<file path="config.mk">
export PLATFORM = sky130hd
export DESIGN_NAME = hdmi_audio_sampler
export DESIGN_NICKNAME = d
export VERILOG_FILES = /design/src/rtl/hdmi_audio_sampler.sv
export SDC_FILE = /design/constraint.sdc
export NUM_CORES = 1
export LEC_CHECK = 0
export BUFFER_PORTS_ARGS = -buffer_cell sky130_fd_sc_hd__buf_2
export CAP_MARGIN = 20
export CORE_ASPECT_RATIO = 1.25
export CORE_MARGIN = 2
export CORE_UTILIZATION = 60
export CTS_BUF_LIST = sky130_fd_sc_hd__clkbuf_8
export CTS_CLUSTER_DIAMETER = 40
export DETAILED_ROUTE_END_ITERATION = 10
export PLACE_DENSITY = 0.82
export REMOVE_ABC_BUFFERS = 1
export SLEW_MARGIN = 5
export SYNTH_ARGS = -nofsm -noshare
export SYNTH_HDL_FRONTEND = slang
export SYNTH_SLANG_ARGS = --single-unit
</file>
<file path="constraint.sdc">
create_clock -name clk -period 8.8 [get_ports clk]
set_clock_uncertainty 0.05 [all_clocks]
set_input_delay 0.88 -clock clk [delete_from_list [all_inputs] [get_ports clk]]
set_output_delay 0.88 -clock clk [all_outputs]
set_load 0.01 [all_outputs]
</file>
<file path="src/rtl/hdmi_audio_sampler.sv">
// ----------------------------------------------------------------------------
// hdmi_audio_sampler : captures stereo PCM on each strobe, adds IEC 60958 B/C/parity, show-ahead FIFO to packetizer.
// Optional mute input via AUDIO_SAMPLER_MUTE_EN.            Revision: 1.0
// ----------------------------------------------------------------------------
`default_nettype none

module hdmi_audio_sampler #(
  parameter int          DEPTH    = 4,
  parameter int          SAMPLE_W = 16,
  parameter logic [3:0]  FS_CODE  = 4'b1110
) (
  input  logic                        clk,
  input  logic                        reset,
  input  logic                        audio_stb,
  input  logic [SAMPLE_W-1:0]         audio_l,
  input  logic [SAMPLE_W-1:0]         audio_r,
`ifdef AUDIO_SAMPLER_MUTE_EN
  input  logic                        mute,
`endif
  output logic                        out_valid,
  input  logic                        out_ready,
  output logic [23:0]                 out_l,
  output logic [23:0]                 out_r,
  output logic                        out_b,
  output logic                        out_c,
  output logic                        out_pl,
  output logic                        out_pr,
  output logic                        overflow,
  output logic [$clog2(DEPTH):0]      level
);

  localparam int             AW         = $clog2(DEPTH);
  localparam int             LW         = AW + 1;
  localparam int             FW         = 52;
  localparam logic [LW-1:0]  C_FULL     = LW'(DEPTH);
  localparam logic [7:0]     C_LAST_IDX = 8'd191;

  logic [FW-1:0] mem_q [DEPTH];
  logic [AW-1:0] wr_ptr_q, wr_ptr_d;
  logic [AW-1:0] rd_ptr_q, rd_ptr_d;
  logic [LW-1:0] level_q, level_d;
  logic [7:0]    fidx_q, fidx_d;
  logic [FW-1:0] head_q, head_d;
  logic          valid_q, valid_d;
  logic          ovf_q, ovf_d;

  logic          w_pop, w_wr, w_full, w_mute, w_c;
  logic [23:0]   w_l24, w_r24;
  logic [FW-1:0] w_entry;

`ifdef AUDIO_SAMPLER_MUTE_EN
  assign w_mute = mute;
`else
  assign w_mute = 1'b0;
`endif

  assign w_full = (level_q == C_FULL);
  assign w_pop  = valid_q & out_ready;
  assign w_wr   = audio_stb & (~w_full | w_pop);

  assign w_l24  = w_mute ? 24'd0 : (24'(audio_l) << (24 - SAMPLE_W));
  assign w_r24  = w_mute ? 24'd0 : (24'(audio_r) << (24 - SAMPLE_W));

  // Channel status: bit 2 (copy permitted) and bits 24..27 carry FS_CODE.
  assign w_c     = (fidx_q == 8'd2) | ((fidx_q[7:2] == 6'd6) & FS_CODE[fidx_q[1:0]]);
  assign w_entry = {w_l24, w_r24, (fidx_q == 8'd0), w_c, ^{w_l24, w_c}, ^{w_r24, w_c}};

  always_comb begin
    wr_ptr_d = wr_ptr_q + AW'(w_wr);
    rd_ptr_d = rd_ptr_q + AW'(w_pop);
    level_d  = level_q + LW'(w_wr) - LW'(w_pop);
    fidx_d   = fidx_q;
    if (w_wr) begin
      fidx_d = (fidx_q == C_LAST_IDX) ? 8'd0 : fidx_q + 8'd1;
    end
    valid_d  = (level_d != '0);
    ovf_d    = audio_stb & ~w_wr;
    // Head register preloads the entry that becomes head after this edge,
    // bypassing the array when that entry is being written right now.
    head_d   = head_q;
    if (level_d != '0) begin
      head_d = (w_wr && (wr_ptr_q == rd_ptr_d)) ? w_entry : mem_q[rd_ptr_d];
    end
  end

  always_ff @(posedge clk or posedge reset) begin
    if (reset) begin
      wr_ptr_q <= '0;
      rd_ptr_q <= '0;
      level_q  <= '0;
      fidx_q   <= '0;
      head_q   <= '0;
      valid_q  <= 1'b0;
      ovf_q    <= 1'b0;
    end else begin
      wr_ptr_q <= wr_ptr_d;
      rd_ptr_q <= rd_ptr_d;
      level_q  <= level_d;
      fidx_q   <= fidx_d;
      head_q   <= head_d;
      valid_q  <= valid_d;
      ovf_q    <= ovf_d;
    end
  end

  always_ff @(posedge clk) begin
    if (w_wr) begin
      mem_q[wr_ptr_q] <= w_entry;
    end
  end

  assign out_valid = valid_q;
  assign overflow  = ovf_q;
  assign level     = level_q;
  assign {out_l, out_r, out_b, out_c, out_pl, out_pr} = head_q;

endmodule

`default_nettype wire
</file>
# --- Yosys cells after proc, flatten, opt, wreduce, memory -nomap -nowiden ---
# Memory sizes are Yosys's and may differ from the RTL's. A register that Yosys moved wholly into a read port is not among the register bits.
# Cells that the tools add are included.
classes:
  add_sub_neg: 5
  n_reduce_logical: 5
  n_eq_ne: 5
  n_lt_le_gt_ge: 1
  bitwise: 8
  mux: 6
ops:
  columns: ["op", "count"]
  rows:
  - ["2-to-1 mux 52 bit", 1]
  - ["XOR reduction 25 bit", 2]
  - ["adder 8 x 1 -> 8 bit, second input constant", 1]
  - ["== test 8 x 2 -> 1 bit, second input constant", 1]
  - ["== test 8 bit, second input constant", 1]
  - ["zero test 8 bit", 1]
  - ["2-to-1 mux 8 bit", 1]
  - ["== test 6 x 3 -> 1 bit, second input constant", 1]
  - ["adder 2 x 1 -> 2 bit", 2]
  - ["AND 1 bit", 4]
  - ["adder 3 x 1 -> 3 bit", 1]
  - ["== test 3 bit, second input constant", 1]
  - ["< comparator 2 x 3 -> 1 bit, second input constant", 1]
  - ["2-to-1 mux 1 bit", 3]
  - ["nonzero test 3 bit", 1]
  - ["subtractor 3 x 1 -> 3 bit", 1]
  - ["binary-select mux 1 bit (select 2 bit)", 1]
  - ["== test 2 bit", 1]
  - ["NOT 1 bit", 2]
  - ["bitwise OR 1 bit", 2]
  - ["logical AND 1 bit", 1]
word_totals:
  mem_bits_rw: 144
  regBits: 69
  input_bits: 36
  memories: 1
memory_table:
  columns: ["memory", "depth", "word_bits", "rd", "rd_ports_with_merged_regs", "write_ports", "line_no", "source"]
  rows:
  - ["mem_q", 4, 36, 1, 1, 1, "38", "logic [FW-1:0] mem_q [DEPTH];"]

# --- Logic depth before layout (Yosys ltp) ---
depth:
  word_depth: 7
  depth_mapped: 14
  mapped_depth_nobuf: 11

# --- Least setup slack after synthesis ---
# Ideal clock, no wire load.
synth_path:
  kind: "input -> register"
  startpoint: "in out_ready"
  endpoint: "mem mem_q[1][0] (netlist name) (enable)"
  path_buffers: 1
  arrival_time_ns: 3.962
  path_stages: 4
  setup_slack_ns: 4.306
  required_time_ns: 8.268
  path_cell_list: "a211oi_1 -> a21bo_1 -> buf_2 -> nor3b_1"
synth_via:
  elab_chain_cells: 5
synth_rtl:
  columns: ["item", "line_no", "source"]
  rows:
  - ["start, declared", "21", "input logic out_ready,"]
  - ["AND 1 bit", "58", "assign w_pop = valid_q & out_ready;"]
  - ["bitwise OR 1 bit", "59", "assign w_wr = audio_stb & (~w_full | w_pop);"]
  - ["AND 1 bit", "59", null]
  - ["2-to-1 mux 1 bit", "107", "if (w_wr) begin"]
  - ["2-to-1 mux 1 bit (not written as such)", "108", "mem_q[wr_ptr_q] <= w_entry;"]
  - ["end, declared", "38", null]
# Every way passes these cells.

# --- Worst setup path after layout ---
layout_path:
  startpoint: "in out_ready"
  endpoint: "reg head_q[0] (read register of mem_q)"
layout_via:
  elab_chain_cells: 6
  elab_cells_between_ends: 7
  classes_between: "add/sub: 3; bitwise: 3; reduce/logical: 1"
layout_rtl:
  columns: ["item", "line_no", "source"]
  rows:
  - ["AND 1 bit *", "58", null]
  - ["bitwise OR 1 bit", "59", null]
  - ["AND 1 bit", "59", null]
  - ["adder 3 x 1 -> 3 bit", "71", "level_d = level_q + LW'(w_wr) - LW'(w_pop);"]
  - ["subtractor 3 x 1 -> 3 bit *", "71", null]
  - ["named net level_d[2]", "41", "logic [LW-1:0] level_q, level_d;"]
  - ["nonzero test 3 bit *", "81", "if (level_d != '0) begin"]
  - ["end, declared", "43", "logic [FW-1:0] head_q, head_d;"]
# The timed path passes the listed nets; every way through them passes the cells marked *.
# A chain may end at the register's enable or synchronous reset.

==> results.sh <==
export IMPL_drv_cap=0
export IMPL_n_antenna_cell=0
export IMPL_synth_seq_cells=197
export IMPL_dpl_worst_slack_ns=4.23
export IMPL_slowest_stage="buf_4"
export IMPL_syn_inst=519
export IMPL_io_pins=93
export IMPL_crit_type="in -> reg"
export IMPL_arrival_ns=4.45
export IMPL_syn_to_final_growth_pct=11.2
export IMPL_grt_use_total_pct=23.5
export IMPL_utilization_pct=68.3
export IMPL_max_freq_mhz=244
export IMPL_multi_input_area_mm2=0.00230
export IMPL_drive_gt1_share_pct=26.9
export IMPL_fillers=892
export IMPL_htreeDepth=4
export IMPL_clkSinkCount=197
export IMPL_place_hpwl_um=9260
export IMPL_fin_nets=640
export IMPL_setup_viol=0
export IMPL_start_util_pct=61.4
export IMPL_clk_pin_slew_worst_paths_ns=0.09
export IMPL_wl_um=15600
export IMPL_post_cts_buffers=0
export IMPL_path_cells="buf_2, a211oi_1, a21bo_1, ha_1, inv_1, ha_1, fa_1, xnor2_1, xnor2_1, or2_2, buf_4, or4b_1, nand3_1"
export IMPL_critPathCaptureType="register"
export IMPL_p_leak_uw=0.00339
export IMPL_hold_worst_slack_ns=0.482
export IMPL_cts_tree="yes"
export IMPL_relSlewSlack_pct=32.9
export IMPL_cp_max_fo=52
export IMPL_fin_cells=780
export IMPL_grt_max_degree=54
export IMPL_netlist_area_mm2=0.00812
export IMPL_status="finished clean"
export IMPL_synth_warning_count=0
export IMPL_synth_area_top_cells="edfxtp_1 53%, dfrtp_1 16%, mux4_2 10%"
export IMPL_antenna_found_initial=0
export IMPL_tightest_slew_ns=1.01
export IMPL_yosysSeqAreaShare_pct=69.6
export IMPL_vias=4510
export IMPL_start_kind="input pin"
export IMPL_routed_via_density=5.78
export IMPL_overflow=0
export IMPL_drt_iter0_drc=281
export IMPL_vdd_ir_drop_max_uv=187
export IMPL_fin_ws_ns=4.71
export IMPL_min_period_ns=4.09
export IMPL_final_hold_viol_count=0
export IMPL_hold_class="reg -> reg"
export IMPL_synth_avg_cell_area_um2=15.6
export IMPL_dp_cells=748
export IMPL_grt_pass1_wl_um=25000
export IMPL_synth_largest_area_cell="edfxtp_1"
export IMPL_synth_cell_types=37
export IMPL_coreArea_mm2=0.0132
export IMPL_grt_pass1_vias=4726
export IMPL_tns_ns=0
export IMPL_most_common_layout_cells="144 x edfxtp_1, 76 x buf_2, 72 x nand2_1"
export IMPL_dr_pass1_iters=5
export IMPL_holdBufCountCts=0
export IMPL_cts_root_buf="clkbuf_8"
export IMPL_placement_io_buffers=76
export IMPL_die_x_um=108
export IMPL_die_height_um=134
export IMPL_row_count=47
export IMPL_dieArea_mm2=0.0145
export IMPL_wire_per_inst_um=20.0
export IMPL_insertion_delay_ns=0.47
export IMPL_ctsResizeCount=0
export IMPL_gp_congestion=0.740
export IMPL_drc=0
export IMPL_period_share_pct=46.5
export IMPL_ff_latch_area_mm2=0.00565
export IMPL_ant_nets=0
export IMPL_final_max_slew_viol_count=0
export IMPL_clk_path_buf_depth=2
export IMPL_required_ns=9.16
export IMPL_layout_commonest_cell="edfxtp_1"
export IMPL_cts_inserted_buffers=17
export IMPL_powerDensity_mw_per_mm2=374
export IMPL_synth_top_area_share_pct=53.2
export IMPL_slowest_delay_ns=0.56
export IMPL_rsz0062_at_grt="false"
## final cells by class
| class | count | share of cell area, % |
|---|---|---|
| Clock buffer | 20 | 3.05 |
| Tap cell | 171 | 2.37 |
| Clock inverter | 12 | 1.26 |
| Multi-Input combinational cell | 287 | 25.5 |
| Inverter | 8 | 0.333 |
| Timing Repair Buffer | 85 | 4.96 |
| Sequential cell | 197 | 62.6 |
## metrics by stage
stage / cell area (µm²) / total power, µW
CTS: 9030 / 3400
global route: 9030 / 3590
floorplan: 7940 / 2420
finish: 9030 / 3370
global placement: 8640 / 2760
detailed placement: 8640 / 2840
## flip-flops by register name (all words and copies together), names as in the netlist
| signal | count |
|---|---|
| wr_ptr_q | 2 |
| level | 3 |
| fidx_q | 8 |
| mem_q | 144 |
| rd_ptr_q | 2 |
| head_q | 36 |
| out_valid | 1 |
| overflow | 1 |
## final timing paths
kind                                 from  cells past startpoint  slack [ns]         end
worst max register to register  out_valid                     12        4.78   head_q[0]
max in group asynchronous           reset                      3        7.66  head_q[48]
worst min-delay path            head_q[3]                      2        0.48   head_q[3]
worst min register to register  head_q[3]                      2        0.48   head_q[3]
min in group asynchronous           reset                      3        0.56  head_q[17]
worst max-delay path            out_ready                     13        4.71   head_q[0]
## synth_stat cells
| master | number |
|---|---|
| a31oi_1 | 35 |
| or2_2 | 1 |
| buf_4 | 16 |
| mux2i_1 | 1 |
| and3_1 | 5 |
| conb_1 | 1 |
| nor4_1 | 1 |
| or2_0 | 1 |
| a211oi_1 | 1 |
| nand4_1 | 3 |
| inv_2 | 1 |
| fa_1 | 1 |
| o21ai_0 | 4 |
| and3b_1 | 1 |
| nor2_1 | 41 |
| nand3_1 | 5 |
| xor2_1 | 2 |
| inv_1 | 7 |
| xnor3_1 | 2 |
| nor3b_1 | 4 |
| or4b_1 | 2 |
| ha_1 | 7 |
| a21bo_1 | 1 |
| xnor2_1 | 37 |
| nand2_1 | 72 |
| clkbuf_1 | 5 |
| a21oi_1 | 1 |
| edfxtp_1 | 144 |
| mux4_2 | 36 |
| and3_2 | 1 |
| a211o_1 | 1 |
| and2_1 | 1 |
| o21ai_2 | 1 |
| dfrtp_1 | 53 |
| nor3_1 | 3 |
| buf_1 | 5 |
| buf_2 | 16 |
## cells by family (layout without fill, tap and decap cells)
logic type | Yosys count | count (layout) | share of synthesized area (%)
flip-flops | 197 | 197 | 69.6
AND/OR/NAND/NOR | 141 | 141 | 7.46
multiplexers | 37 | 37 | 10.1
XOR/XNOR | 41 | 41 | 4.76
other | 1 | 16 | 0.0462
adder cells (fa/ha/maj) | 8 | 8 | 1.32
AO/OA/AOI/OAI | 44 | 44 | 3.44
buffers and inverters | 50 | 125 | 3.30
## worst max-delay path, delay by kind of cell
kind	cells	cell delay [ns]
compound gates	2	0.59
xor+xnor	2	0.44
fa+ha+maj	3	0.76
buf+inv	3	0.70
simple gates	3	1.05
## power breakdown
group          switching (µW)  total, µW  internal [µW]
Clock                     313        564            251
Combinational             796       1380            588
Sequential                122       1430           1300
## routing by layer
metal	vias to the layer above	share of wire (%)	GRT usage, %
li1	2045	-	-
met1	2289	39	29.5
met2	142	54	39.4
met3	34	5.4	5.44
met4	0	2.4	9.90
met5	-	0	0
(Power assumes the default switching activity.)
